==> config.mk <==
export PLATFORM = sky130hd
export DESIGN_NAME = sevenseg_scan
export DESIGN_NICKNAME = d
export VERILOG_FILES = /design/src/rtl/sevenseg_pkg.sv /design/src/rtl/hex_to_7seg.sv /design/src/rtl/sevenseg_scan.sv
export SDC_FILE = /design/constraint.sdc
export NUM_CORES = 1
export LEC_CHECK = 0
export BUFFER_PORTS_ARGS = -buffer_cell sky130_fd_sc_hd__buf_2
export CORE_MARGIN = 1
export CORE_UTILIZATION = 48
export DETAILED_ROUTE_END_ITERATION = 7
export PLACE_DENSITY = 0.69
export SYNTH_ARGS = -nofsm -noshare
export SYNTH_HDL_FRONTEND = slang
export SYNTH_SLANG_ARGS = --single-unit
==> constraint.sdc <==
create_clock -name clock -period 6.3 [get_ports clock]
set_input_delay 1.26 -clock clock [delete_from_list [all_inputs] [get_ports clock]]
set_output_delay 1.26 -clock clock [all_outputs]
set_load 0.05 [all_outputs]
==> src/rtl/sevenseg_pkg.sv <==
// Shared types, blanking constants and hex-to-segment table for the 8-digit scanner.
package sevenseg_pkg;

  typedef logic [3:0] hex_t;
  typedef logic [6:0] seg_t;

  localparam seg_t       SEG_BLANK = 7'h7F;
  localparam logic [7:0] AN_OFF    = 8'hFF;

  // Active-low {g,f,e,d,c,b,a} patterns, indexed by hex value.
  localparam seg_t SEG_TABLE [16] = '{
    7'h40, 7'h79, 7'h24, 7'h30, 7'h19, 7'h12, 7'h02, 7'h78,
    7'h00, 7'h10, 7'h08, 7'h03, 7'h46, 7'h21, 7'h06, 7'h0E
  };

endpackage

==> src/rtl/hex_to_7seg.sv <==
// Combinational hex nibble to active-low seven-segment decoder.
module hex_to_7seg
  import sevenseg_pkg::*;
(
  input  hex_t hex,
  output seg_t seg
);

  assign seg = SEG_TABLE[hex];

endmodule

==> src/rtl/sevenseg_scan.sv <==
// Time-multiplexed 8-digit seven-segment scanner with per-frame input snapshot.
// Optional decimal points (dp input, dot output) are enabled by defining SEVENSEG_DP_EN.
module sevenseg_scan
  import sevenseg_pkg::*;
#(
  parameter int CLK_HZ    = 100_000_000,
  parameter int FRAME_HZ  = 1000,
  parameter int BLANK_CYC = 64
) (
  input  logic       clock,
  input  logic       reset,
  input  hex_t [7:0] digits,
  input  logic [7:0] enable,
`ifdef SEVENSEG_DP_EN
  input  logic [7:0] dp,
`endif
  output logic [7:0] an,
  output seg_t       digit,
  output logic       frame_sync
`ifdef SEVENSEG_DP_EN
  ,
  output logic       dot
`endif
);

  localparam int SLOT = CLK_HZ / (FRAME_HZ * 8);
  localparam int PW   = (SLOT > 1) ? $clog2(SLOT) : 1;
  localparam logic [PW-1:0] LAST  = PW'(SLOT - 1);
  localparam logic [PW-1:0] BLANK = PW'(BLANK_CYC);

  generate
    if (SLOT <= BLANK_CYC) begin : g_bad_slot
      $error("sevenseg_scan: slot length must exceed BLANK_CYC");
    end
  endgenerate

  logic [PW-1:0] presc, presc_nxt;
  logic [2:0]    idx, idx_nxt;
  logic          primed;
  logic          snap_take;
  logic          show;
  hex_t [7:0]    snap_digits, dig_src;
  logic [7:0]    snap_enable, en_src;
  seg_t          seg_dec;

  // The first edge after reset acts like a 7->0 wrap so slot 0 starts at once.
  always_comb begin
    presc_nxt = presc;
    idx_nxt   = idx;
    snap_take = 1'b0;
    if (!primed) begin
      presc_nxt = '0;
      idx_nxt   = '0;
      snap_take = 1'b1;
    end else if (presc == LAST) begin
      presc_nxt = '0;
      idx_nxt   = idx + 3'd1;
      snap_take = (idx == 3'd7);
    end else begin
      presc_nxt = presc + PW'(1);
    end
  end

  // Outputs are registered from next-state values so they align with the counters.
  assign dig_src = snap_take ? digits : snap_digits;
  assign en_src  = snap_take ? enable : snap_enable;
  assign show    = (presc_nxt >= BLANK);

  hex_to_7seg u_dec (
    .hex (dig_src[idx_nxt]),
    .seg (seg_dec)
  );

  always_ff @(posedge clock or negedge reset) begin
    if (!reset) begin
      primed      <= 1'b0;
      presc       <= '0;
      idx         <= '0;
      snap_digits <= '0;
      snap_enable <= '0;
      frame_sync  <= 1'b0;
      an          <= AN_OFF;
      digit       <= SEG_BLANK;
    end else begin
      primed     <= 1'b1;
      presc      <= presc_nxt;
      idx        <= idx_nxt;
      frame_sync <= snap_take;
      if (snap_take) begin
        snap_digits <= digits;
        snap_enable <= enable;
      end
      an    <= (show && en_src[idx_nxt]) ? ~(8'h01 << idx_nxt) : AN_OFF;
      digit <= show ? seg_dec : SEG_BLANK;
    end
  end

`ifdef SEVENSEG_DP_EN
  logic [7:0] snap_dp, dp_src;

  assign dp_src = snap_take ? dp : snap_dp;

  always_ff @(posedge clock or negedge reset) begin
    if (!reset) begin
      snap_dp <= '0;
      dot     <= 1'b1;
    end else begin
      if (snap_take) begin
        snap_dp <= dp;
      end
      dot <= ~(show && en_src[idx_nxt] && dp_src[idx_nxt]);
    end
  end
`endif

endmodule

==> metrics <==
status=completed; Setup TNS Final=0 ns; worst-skew pair later-pin latency=0.34 ns; pin count of the biggest net entering global routing=75; Setup CP Type=flip-flop to flip-flop; final cell count without fillers=547; Worst R2R Setup Slack=1.73 ns; final core utilization=0.5810; Hold Path Class=flip-flop to flip-flop; post-detail-place hpwl=5807 µm; top cells by area, synth=dfrtp_1 (39%), dfstp_2 (10%), nand2_1 (9.2%); Placement Cell Area=4078 µm²; share of layout cells above drive strength 1=0.2321; Largest delay share family, worst path=simple AND/OR/NAND/NOR gates; Worst-Margin Slew=1.050 ns; critical path endpoint category=flip-flop; hold path start=snap_digits[18]; Die W=90.57 µm; WP data arrival=4.86 ns; maximum VDD drop=0.1073 mV; Resized cells post-CTS=0; final hold violation count=0; post-synth top area share=0.3922; port bufs=57; Final setup viols=0; reg2reg end=digit[3]; Worst R2R Path Depth=13; pins over their slew limit=0; CP Cell Sequence=or4_1 > nor4_4 > a21oi_2 > buf_4 > inv_1 > a211oi_1 > a311oi_1 > or4_1 > inv_1 > ha_1 > and2_1 > o21ai_0 > a21o_1; highest metal used=met4; final antenna-violating net count=0; I/O pins=58; Max-cap violations=0; Placed Cells=531; wire length per cell=15.58 µm; Worst-path clk slew=0.08 ns; Tmin final=4.573 ns; Vias/cell=5.622; WL met1=3936 µm; root buf cell=clkbuf_8; Syn Nets=444; Die Area=8202 µm²; final instance area=4304 µm²; Longest Clk Path Bufs=2; Reg-to-Reg Start=presc[8]; area grow syn2layout=14.32%; Clock Sinks=74; 1st-pass router iterations=4; max incr delay on CP=0.79 ns; nets=492; max frequency=0.2187 GHz; area of the mapped netlist=3765 µm²; Rows=31; core outline area=7408 µm²; Post-Syn Area per Cell=9.531 µm²; CTS Buf Count=9; Inserted Diodes=0; Bufs and invs on worst path=3; RSZ-0062 raised after global routing=no; Yosys reg bits=74; sequential fraction of the synthesis area=0.4968; hold path endpoint=snap_digits[18]; cell count after synthesis=395; Multi-input gate area=1745 µm²; total congestion overflow=0; Slew headroom=0.2989; slowest CP cell=inv_1; first-pass GRT wire length=14120 µm; fillers=643; Initial Utilization=0.5082; CP required=6.59 ns; met2 WL post-DR=4015 µm; TritonCTS clock tree=done; setup repair bufs after CTS=0; GRT Util Overall=0.2150; Placer Congestion=0.8053; Remaining DRCs=0; CP max FO=38; Power Dens Cells=239.5 nW/µm²; Die H=90.57 µm; storage element area=1871 µm²; htree depth=3; initial DRC count=155; number of global-route vias before repair=2971; total power=1.031 mW; Pleak=2.004 nW; YS warnings=0; Final Cycle Share=0.7258; Yosys top cell by area=dfrtp_1; routed length on met3=447 µm; Yosys cell types=54; CP Launch Type=flip-flop; WHS Path Cells=2; vias post-DR=3075; cts hold-fix bufs=0; initial antenna violation count=0; final wirelength=8523 µm; final clock skew=0.01235 ns
registers in the layout, summed over array words and instances, names as in the netlist:
name         cells
frame_sync       1
primed           1
digit            7
idx              3
an               8
snap_enable      8
snap_digits     32
presc           14
cell type report:
class / count / share of cell area
multi-input combinational: 290 / 0.4055
sequential: 74 / 0.4346
timing repair buffer: 60 / 0.07151
clock buffer: 10 / 0.03198
tap: 99 / 0.02878
inverter: 8 / 0.006977
clock inverter: 6 / 0.02064
worst max-delay path by stage:
stage              from        to  slack [ns]  cells past startpoint
2_1_floorplan  presc[8]  digit[5]        2.39                     13
3_3_place_gp   presc[8]  digit[5]        1.88                     12
3_5_place_dp   presc[8]  digit[5]        1.75                     12
4_1_cts        presc[8]  digit[5]        1.73                     12
5_1_grt        presc[8]  digit[3]        1.28                     13
6_report       presc[8]  digit[3]        1.73                     13
per-layer routing:
metal  up-vias  GRT usage
li1       1498          -
met1      1476     0.2969
met2        88     0.3497
met3        13    0.03283
met4         0    0.06452
met5         -          0
kinds of logic after synthesis:
group,share of synthesized area
buf+inv,0.03955
fa+ha+maj,0.02326
flops,0.4968
other cells,0.0009961
compound gates,0.1419
xor+xnor,0.03257
mux,0.03423
simple gates,0.2306
cells in the mapped netlist, drive strengths merged:
library cell  instances
or2                   2
a22o                  1
nor4                 11
o21ai                 4
nor3                  2
a21o                  9
o21bai                2
a31oi                 4
nand2b                5
a311o                 1
a311oi                8
nor3b                 2
xor2                  7
o22ai                 5
and2                  2
or3                   1
a2111oi               3
buf                  13
a211oi               10
or4                   5
nand3                16
o31ai                 2
dfstp                15
nand2                92
dfrtp                59
and3                 14
xnor2                 7
o211a                 1
mux2                  7
a22oi                 1
o211ai                2
nand4bb               1
a21oi                17
clkbuf               10
nor2                 23
a211o                 1
ha                    7
mux2i                 5
nand4                 6
a41o                  2
nand3b                1
conb                  1
inv                   8
tightest hold or removal path, cell delays in order, from the launching register on:
cell	delay (ns)
dfrtp_1	0.33
nand2_1	0.06
nand2_1	0.05
metrics by stage:
step / hold WS (ns) / setup slack (ns)
finish: 0.4658 / 1.727
global route: 0.4816 / 1.282
CTS: 0.4691 / 1.733
detailed placement: 0.4510 / 1.754
global placement: 0.4464 / 1.877
floorplan: 0.4326 / 2.387
report_power, final:
| part | leakage [nW] | switching, mW | total (mW) | internal (mW) |
|---|---|---|---|---|
| clock | 0.109 | 0.183 | 0.417 | 0.235 |
| combinational | 0.995 | 0.0660 | 0.106 | 0.0404 |
| sequential | 0.900 | 0.00731 | 0.507 | 0.500 |
cells in the final DEF, fill, tap and decap left out, types with 3 or more instances in the layout:
cell,count
nand4_1,6
dfstp_2,15
dfrtp_1,59
nand2_1,92
inv_1,7
clkbuf_8,10
and3_1,14
buf_4,3
a21oi_1,16
a21o_1,9
a211oi_1,9
buf_2,57
xor2_1,7
mux2i_1,5
mux2_2,6
nand2b_1,5
xnor2_1,7
o22ai_1,5
a31oi_1,3
a311oi_1,8
nor4_1,10
or4_1,4
nand3_1,16
nor2_1,23
ha_1,7
a2111oi_0,3
No activity file was read; power rests on OpenSTA's default activity.
